==> src/rtl/t03_instruction_encoder.sv <==
// t03_instruction_encoder
//
// Program-load path for instruction memory. Each accepted instruction-field
// record is encoded into an RV32I machine word. The op set matches
// t03_control_logic_unit. The word is held in a one-entry encode stage, then
// queued in a 2-deep word FIFO. It is written to memory at an
// auto-incrementing word address.
//
// Parameters
//   ADDR_W     instruction memory word-address width
//   BASE_ADDR  first word address written after start
//
// Ports
//   clk, rst                 clock, asynchronous active-high reset
//   start                    begin/restart a load (flushes the pipeline)
//   in_valid / in_ready      field handshake
//   in_op, in_rd, in_rs1,
//   in_rs2, in_imm, in_last  instruction fields; in_last marks the final one
//   mem_wr_en, mem_addr,
//   mem_wdata, mem_ack       memory write port
//   busy, done, err          status (err is sticky until start/rst)
//   dbg_state                current FSM state (IDLE=0 LOAD=1 DRAIN=2 DONE=3)
//   checksum                 XOR of all written words since start
//                            (present only with T03_ENCODER_CHECKSUM_EN)
//
// Handshake semantics: a field transfers on a rising edge where
// in_valid && in_ready && !start. A memory write completes on a rising edge
// where mem_wr_en && mem_ack. While mem_wr_en is high, mem_addr and
// mem_wdata hold their values until the write completes.
//
// Optional feature macro: T03_ENCODER_CHECKSUM_EN
module t03_instruction_encoder #(
  parameter int          ADDR_W    = 8,
  parameter int unsigned BASE_ADDR = 0
) (
  input  logic              clk,
  input  logic              rst,
  input  logic              start,
  input  logic              in_valid,
  output logic              in_ready,
  input  logic [5:0]        in_op,
  input  logic [4:0]        in_rd,
  input  logic [4:0]        in_rs1,
  input  logic [4:0]        in_rs2,
  input  logic [31:0]       in_imm,
  input  logic              in_last,
  output logic              mem_wr_en,
  output logic [ADDR_W-1:0] mem_addr,
  output logic [31:0]       mem_wdata,
  input  logic              mem_ack,
  output logic              busy,
  output logic              done,
  output logic              err,
  output logic [1:0]        dbg_state
`ifdef T03_ENCODER_CHECKSUM_EN
  ,
  output logic [31:0]       checksum
`endif
);

  localparam logic [ADDR_W-1:0] L_BASE = ADDR_W'(BASE_ADDR);
  localparam logic [ADDR_W-1:0] L_ONE  = ADDR_W'(1);

  localparam logic [6:0] OPC_R     = 7'b0110011;
  localparam logic [6:0] OPC_LOAD  = 7'b0000011;
  localparam logic [6:0] OPC_IMM   = 7'b0010011;
  localparam logic [6:0] OPC_STORE = 7'b0100011;
  localparam logic [6:0] OPC_LUI   = 7'b0110111;
  localparam logic [6:0] OPC_AUIPC = 7'b0010111;
  localparam logic [6:0] OPC_BR    = 7'b1100011;
  localparam logic [6:0] OPC_JALR  = 7'b1100111;
  localparam logic [6:0] OPC_JAL   = 7'b1101111;
  localparam logic [31:0] NOP_WORD = 32'h0000_0013;

  typedef enum logic [1:0] {
    S_IDLE  = 2'd0,
    S_LOAD  = 2'd1,
    S_DRAIN = 2'd2,
    S_DONE  = 2'd3
  } state_t;

  // Returns {err, word}. err flags an invalid op or an odd branch/jump offset.
  function automatic logic [32:0] f_encode(
    input logic [5:0]  op,
    input logic [4:0]  rd,
    input logic [4:0]  rs1,
    input logic [4:0]  rs2,
    input logic [31:0] imm
  );
    logic [31:0] w;
    logic        e;
    logic [2:0]  f3;
    logic [6:0]  f7;
    w  = NOP_WORD;
    e  = 1'b0;
    f3 = 3'd0;
    f7 = 7'h00;
    if (op <= 6'd9) begin
      case (op)
        6'd0:    f3 = 3'd0; // add
        6'd1:    f3 = 3'd0; // sub
        6'd2:    f3 = 3'd4; // xor
        6'd3:    f3 = 3'd6; // or
        6'd4:    f3 = 3'd7; // and
        6'd5:    f3 = 3'd1; // sll
        6'd6:    f3 = 3'd5; // srl
        6'd7:    f3 = 3'd5; // sra
        6'd8:    f3 = 3'd2; // slt
        default: f3 = 3'd3; // sltu
      endcase
      f7 = (op == 6'd1 || op == 6'd7) ? 7'h20 : 7'h00;
      w  = {f7, rs2, rs1, f3, rd, OPC_R};
    end else if (op <= 6'd11) begin
      f3 = (op == 6'd10) ? 3'd0 : 3'd2;
      w  = {imm[11:0], rs1, f3, rd, OPC_LOAD};
    end else if (op <= 6'd20) begin
      case (op)
        6'd12:   f3 = 3'd0; // addi
        6'd13:   f3 = 3'd1; // slli
        6'd14:   f3 = 3'd2; // slti
        6'd15:   f3 = 3'd3; // sltiu
        6'd16:   f3 = 3'd4; // xori
        6'd17:   f3 = 3'd5; // srli
        6'd18:   f3 = 3'd5; // srai
        6'd19:   f3 = 3'd6; // ori
        default: f3 = 3'd7; // andi
      endcase
      if (op == 6'd13 || op == 6'd17 || op == 6'd18) begin
        // Shift-immediates carry funct7 in imm[11:5]; only shamt comes from in_imm.
        f7 = (op == 6'd18) ? 7'h20 : 7'h00;
        w  = {f7, imm[4:0], rs1, f3, rd, OPC_IMM};
      end else begin
        w  = {imm[11:0], rs1, f3, rd, OPC_IMM};
      end
    end else if (op <= 6'd22) begin
      f3 = (op == 6'd21) ? 3'd0 : 3'd2;
      w  = {imm[11:5], rs2, rs1, f3, imm[4:0], OPC_STORE};
    end else if (op == 6'd23) begin
      w  = {imm[31:12], rd, OPC_LUI};
    end else if (op == 6'd24) begin
      w  = {imm[31:12], rd, OPC_AUIPC};
    end else if (op <= 6'd30) begin
      case (op)
        6'd25:   f3 = 3'd0; // beq
        6'd26:   f3 = 3'd1; // bne
        6'd27:   f3 = 3'd4; // blt
        6'd28:   f3 = 3'd5; // bge
        6'd29:   f3 = 3'd6; // bltu
        default: f3 = 3'd7; // bgeu
      endcase
      w  = {imm[12], imm[10:5], rs2, rs1, f3, imm[4:1], imm[11], OPC_BR};
      e  = imm[0];
    end else if (op == 6'd31) begin
      w  = {imm[11:0], rs1, 3'd0, rd, OPC_JALR};
    end else if (op == 6'd32) begin
      w  = {imm[20], imm[10:1], imm[11], imm[19:12], rd, OPC_JAL};
      e  = imm[0];
    end else begin
      w  = NOP_WORD;
      e  = 1'b1;
    end
    return {e, w};
  endfunction

  state_t            r_state;
  logic              r_busy;
  logic              r_done;
  logic              r_err;
  logic [ADDR_W-1:0] r_addr;
  logic              r_enc_valid;
  logic [31:0]       r_enc_word;
  logic [31:0]       r_fifo [2];
  logic              r_rd_ptr;
  logic              r_wr_ptr;
  logic [1:0]        r_cnt;

  logic        w_fifo_full;
  logic        w_pop;
  logic        w_push;
  logic        w_can_adv;
  logic        w_accept;
  logic [32:0] w_enc;

  assign w_fifo_full = (r_cnt == 2'd2);
  assign w_pop       = (r_cnt != 2'd0) && mem_ack;
  // The encode stage may advance if the FIFO has room, counting a same-cycle pop.
  assign w_can_adv   = !w_fifo_full || w_pop;
  assign w_push      = r_enc_valid && w_can_adv;
  assign w_accept    = in_valid && in_ready && !start;
  assign w_enc       = f_encode(in_op, in_rd, in_rs1, in_rs2, in_imm);

  assign in_ready  = (r_state == S_LOAD) && w_can_adv;
  assign mem_wr_en = (r_cnt != 2'd0);
  assign mem_addr  = r_addr;
  assign mem_wdata = (r_cnt != 2'd0) ? r_fifo[r_rd_ptr] : 32'h0;
  assign busy      = r_busy;
  assign done      = r_done;
  assign err       = r_err;
  assign dbg_state = r_state;

  // Encode stage and word FIFO
  always_ff @(posedge clk or posedge rst) begin
    if (rst) begin
      r_enc_valid <= 1'b0;
      r_enc_word  <= 32'h0;
      r_fifo[0]   <= 32'h0;
      r_fifo[1]   <= 32'h0;
      r_rd_ptr    <= 1'b0;
      r_wr_ptr    <= 1'b0;
      r_cnt       <= 2'd0;
    end else if (start) begin
      r_enc_valid <= 1'b0;
      r_rd_ptr    <= 1'b0;
      r_wr_ptr    <= 1'b0;
      r_cnt       <= 2'd0;
    end else begin
      if (w_push) begin
        r_fifo[r_wr_ptr] <= r_enc_word;
        r_wr_ptr         <= ~r_wr_ptr;
      end
      if (w_pop) begin
        r_rd_ptr <= ~r_rd_ptr;
      end
      case ({w_push, w_pop})
        2'b10:   r_cnt <= r_cnt + 2'd1;
        2'b01:   r_cnt <= r_cnt - 2'd1;
        default: r_cnt <= r_cnt;
      endcase
      if (w_accept) begin
        r_enc_valid <= 1'b1;
        r_enc_word  <= w_enc[31:0];
      end else if (w_push) begin
        r_enc_valid <= 1'b0;
      end
    end
  end

  // Address counter and sticky error
  always_ff @(posedge clk or posedge rst) begin
    if (rst) begin
      r_addr <= L_BASE;
      r_err  <= 1'b0;
    end else if (start) begin
      r_addr <= L_BASE;
      r_err  <= 1'b0;
    end else begin
      if (w_pop) begin
        r_addr <= r_addr + L_ONE;
      end
      // Writing the top address wraps the counter to 0, which is flagged.
      r_err <= r_err | (w_pop && (r_addr == '1)) | (w_accept && w_enc[32]);
    end
  end

  // Load sequencing FSM with registered status outputs
  always_ff @(posedge clk or posedge rst) begin
    if (rst) begin
      r_state <= S_IDLE;
      r_busy  <= 1'b0;
      r_done  <= 1'b0;
    end else if (start) begin
      r_state <= S_LOAD;
      r_busy  <= 1'b1;
      r_done  <= 1'b0;
    end else begin
      case (r_state)
        S_LOAD: begin
          if (w_accept && in_last) begin
            r_state <= S_DRAIN;
          end
        end
        S_DRAIN: begin
          if (!r_enc_valid && (r_cnt == 2'd0)) begin
            r_state <= S_DONE;
            r_busy  <= 1'b0;
            r_done  <= 1'b1;
          end
        end
        default: begin
          r_state <= r_state;
        end
      endcase
    end
  end

`ifdef T03_ENCODER_CHECKSUM_EN
  logic [31:0] r_csum;

  always_ff @(posedge clk or posedge rst) begin
    if (rst) begin
      r_csum <= 32'h0;
    end else if (start) begin
      r_csum <= 32'h0;
    end else if (w_pop) begin
      r_csum <= r_csum ^ mem_wdata;
    end
  end

  assign checksum = r_csum;
`endif

endmodule

==> config.mk <==
export PLATFORM = sky130hd
export DESIGN_NAME = t03_instruction_encoder
export DESIGN_NICKNAME = d
export VERILOG_FILES = /design/src/rtl/t03_instruction_encoder.sv
export SDC_FILE = /design/constraint.sdc
export NUM_CORES = 1
export LEC_CHECK = 0
export BUFFER_PORTS_ARGS = -buffer_cell sky130_fd_sc_hd__buf_2
export CAP_MARGIN = 0
export CORE_UTILIZATION = 46
export DETAILED_ROUTE_END_ITERATION = 12
export PLACE_DENSITY_LB_ADDON = 0.25
export SLEW_MARGIN = 20
export SYNTH_ARGS = -nofsm -noshare
export SYNTH_HDL_FRONTEND = slang
export SYNTH_SLANG_ARGS = --single-unit
==> constraint.sdc <==
create_clock -name clk -period 9.42 [get_ports clk]
set_clock_uncertainty 0.1 [all_clocks]
set_input_delay 2.826 -clock clk [delete_from_list [all_inputs] [get_ports clk]]
set_output_delay 2.826 -clock clk [all_outputs]
set_load 0.1 [all_outputs]
---- Word-level counts from Yosys, hierarchy flattened ----
Memories as Yosys holds them, arrays and structs flattened.
Cells that the tools add are included.
cells by class
  $add $sub $neg .......................... 3
  order comparisons ....................... 8
  equal/unequal tests ..................... 24
  multiplexer cells ....................... 55
  bitwise gates (word level) .............. 7
  reduce and logical (&&, ||, !) cells .... 31
operator list
  operator                                                                           count
  32-bit two-way mux                                                                 15
  6-bit by 5-bit == test with 1-bit output (second input constant)                   11
  64-bit bitwise mux                                                                 1
  32-bit demux with 1-bit select                                                     1
  1-bit two-way mux                                                                  23
  6-bit by 5-bit less-or-equal comparator with 1-bit output (second input constant)  3
  8-bit two-way mux                                                                  2
  3-bit case mux with 5 select lines                                                 1
  6-bit by 4-bit == test with 1-bit output (second input constant)                   2
  6-bit by 4-bit less-or-equal comparator with 1-bit output (second input constant)  2
  2-bit two-way mux                                                                  6
  6-bit two-way mux                                                                  2
  1-bit logical AND                                                                  10
  2-bit nonzero test                                                                 5
  3-bit nonzero test                                                                 3
  8-bit by 1-bit adder with 8-bit output (second input constant)                     1
  8-bit == test (second input constant)                                              1
  2-bit case mux with 2 select lines                                                 2
  2-bit == test (second input constant)                                              3
  6-bit by 1-bit == test with 1-bit output (second input constant)                   1
  6-bit by 3-bit == test with 1-bit output (second input constant)                   1
  6-bit == test (second input constant)                                              1
  3-bit two-way mux                                                                  2
  2-bit AND reduction                                                                3
  14 further kinds                                                                   26
word-level totals
  bits in registers ....................... 114
  ROM bits ................................ 144
  bits of input ports ..................... 59
  output and inout bits ................... 47
  logic and storage cells ................. 142
  memories ................................ 2
memories
  name             depth  width  read ports  clocked after memory_dff  wr ports  RTL line  text
  (no name shown)  32     3      1           0                         0         117       case (op)
  (no name shown)  16     3      1           0                         0         99        case (op)

---- Depth between registers and ports, before layout ----
  depth after elaboration ................. 13
  mapped depth ............................ 9
  depth with buffers taken out ............ 7

---- Worst setup path before layout ----
OpenSTA, ideal clock, no wires.
  path kind ............................... input to output
  start point ............................. input mem_ack
  end point ............................... output in_ready
  arrival time ............................ 5.079 ns
  required time ........................... 6.494 ns
  setup slack ............................. 1.415 ns
  stages .................................. 2
  buffers on the path ..................... 0
  cells stage by stage .................... nor3b_1 -> nor3b_1
between the ends
  longest elaborated chain between the ends .. 3
ends and longest elaborated chain
  what               RTL line  text
  from (decl)        50        input logic mem_ack,
  1-bit logical AND  185       assign w_pop = (r_cnt != 2'd0) && mem_ack;
  1-bit logical OR   187       assign w_can_adv = !w_fifo_full || w_pop;
  1-bit logical AND  192       assign in_ready = (r_state == S_LOAD) && w_can_adv;
  to (decl)          40        output logic in_ready,
No other way between the ends.

---- Worst setup path in the final report ----
Ends and elaborated chain as after synthesis.

==> qor.yml <==
floorplanning:
  die-area_um2: 13200
  fp-row-count: 40
  dieWidth_um: 115
  ios: 106
  die_h_um: 115
  fp.coreArea_um2: 12200
  start_util_pct: 47.9
global_route:
  antenna_found_initial: 0
  track_usage_pct: 23.2
  grt_remaining_overflow: 0
  grt_pass1_vias: 4552
  grt_max_degree: 82
  grt_pass1_wl_um: 23500
worst_setup_path:
  cpPeakStageDelay_ps: 460
  worst_path_max_delay_cell: "buf_2"
  r2r_cells: 5
  arrival_ps: 3730
  worstSetupEndpoint: "in_ready"
  reg2reg_from: "r_cnt[1]"
  crit_fanout: 7
  critPathLaunch: "mem_ack"
  cp_cell_sequence: "buf_2, nor3b_1, nor3b_1, buf_2"
  start_kind: "input pin"
  crit_required_ps: 6490
  crit_path_end_kind: "output port"
  reg2reg_slack_ps: 6600
  path_class: "input pin to output port"
  r2r_end: "r_enc_word[25]"
pwr:
  max-vdd-ir-drop_mv: 0.0912
  powerDensity_nw_per_um2: 205
  power.total_mw: 1.38
  p_leak_nw: 3.14
clock_tree:
  path_clk_slew_ps: 70
  clock-sinks: 111
  h-tree-depth: 3
  clock-root-buffer: "clkbuf_16"
  clk_latency_ps: 340
  cts_setup_buffers: 0
  cts_resized: 0
  cts_tree: "yes"
  cts_hold_buf: 0
  cts_buffer_depth: 2
  cts-buffers-inserted: 9
sta:
  fin_setup_tns_ps: 0
  final_max_slew_viol_count: 0
  hold_viol_final: 0
  fin_crit_ps: 6660
  relSlewSlack_pct: 30.7
  fmax_mhz: 150
  setup_violations: 0
  min_period_over_period_pct: 70.7
  tightestPinTransition_ps: 1040
  rsz0062_at_grt: "false"
placed_design:
  dp_hpwl_um: 10100
  io_buffers: 105
  dp_cells: 797
  place.gp.congestion: 0.945
cells_and_area:
  layout-drive-gt1-share_pct: 30.3
  nets: 705
  diodes: 0
  area_delta_synth_final_pct: 15.3
  fillCellCount: 1131
  final_cell_mix: "dfrtp_1, buf_2, nor2_1"
  final_cell_count_no_fill: 812
  layout_commonest_cell: "dfrtp_1"
synth:
  syn_inst: 558
  ys_types: 66
  avgSynthCellArea_um2: 10.5
  ys_ff_latch: 111
  netlist_area_um2: 5850
  ys.flop_type: "dfrtp_1"
  synthArstFlopShare_pct: 100
  synthTopCellsByArea: "dfrtp_1, mux2_2, mux2i_1"
  synth_fp_nets: 623
  synth.top_cell.area_share_pct: 47.4
  synth_edf_count: 0
  seq_area_frac_synth_pct: 47.4
  synth_largest_area_cell: "dfrtp_1"
  yosysWarnings: 0
detailed_routing:
  antenna_left: 0
  drt_iter0_drc: 463
  firstDrtPassIters: 5
  wl_per_cell_um: 18.0
  via_count: 4711
  avgViaCountPerCell: 5.80
  finalWirelength_um: 14600
  drcViolationCount: 0
min_path:
  hp-class: "flop to flop"
run_status:
  status: "complete, no violations"
flow_run:
  maxCapViolCount: 0
## metrics by stage
stage / instance area [um2] / setup WS [ps] / hold WS [ps] / utilization (%)
final: 6750 / 2760 / 386 / 55.3
after global routing: 6750 / 2660 / 417 / 55.3
after CTS: 6750 / 2760 / 390 / 55.2
after detailed placement: 6450 / 2760 / 374 / 52.8
after global placement: 6450 / 2800 / 364 / 52.8
after floorplan: 5850 / 1410 / 347 / -
## power by group
group | total, mW | switching [mW] | leakage, nW | internal, mW
Sequential | 0.659 | 0.0689 | 1.42 | 0.590
Clock | 0.381 | 0.162 | 0.145 | 0.219
Combinational | 0.345 | 0.206 | 1.58 | 0.139
Total | 1.38 | 0.437 | 3.14 | 0.948
## cell type report
type | instances | area, um2 | area share [%]
multi-input cells | 393 | 2840 | 42.0
repair buffers | 110 | 567 | 8.40
clock inverters | 3 | 42.5 | 0.630
flip-flops and latches | 111 | 2780 | 41.2
inverters | 15 | 58.8 | 0.871
clock buffers | 12 | 256 | 3.80
well taps | 168 | 210 | 3.11
## cells in the mapped netlist, drive strengths merged (5+ instances only)
cell / instances
inv: 15
nand3: 7
a21o: 7
xor2: 6
o21ai: 22
mux2: 64
a221o: 6
a31oi: 8
a21oi: 26
buf: 22
mux2i: 33
o211ai: 14
nor2: 69
ha: 6
and2: 8
a22oi: 8
dfrtp: 111
nand4: 5
nand2b: 11
nand2: 28
clkbuf: 17
## worst min-delay path by stage
stage	startpoint	end	slack [ps]	cells past startpoint
detailed placement	r_fifo[50]	r_fifo[50]	370	1
floorplan	r_enc_word[1]	r_enc_word[1]	350	1
finish	r_fifo[50]	r_fifo[50]	390	1
global placement	r_enc_word[1]	r_enc_word[1]	360	1
global route	r_fifo[9]	r_fifo[9]	420	1
CTS	r_fifo[50]	r_fifo[50]	390	1
## sequential cells by signal (all words and copies together) (netlist names), 2 cells and up
register,count
r_fifo,62
r_cnt,2
mem_addr,8
r_enc_word,31
dbg_state,2
## metal layers
metal	wire, um	share of wire [%]	track usage [%]
met1	6500	44	32.6
met2	7010	48	37.8
met3	869	5.9	2.37
met4	229	1.6	7.62
met5	0	0	0
## cell families after synthesis
logic type / Yosys count / synth area share (%)
flip-flops: 111 / 47.4
multiplexers: 97 / 18.0
AND/OR/NAND/NOR: 161 / 13.6
buffers and inverters: 54 / 4.23
adder cells (fa/ha/maj): 6 / 1.28
XOR/XNOR: 9 / 1.35
AO/OA/AOI/OAI: 120 / 14.1
## critical path: cells and delay by family
family	cells	cell delay, ps
and+or+nand+nor	2	300
buffers and inverters	2	600
No activity file was read; power rests on OpenSTA's default activity.
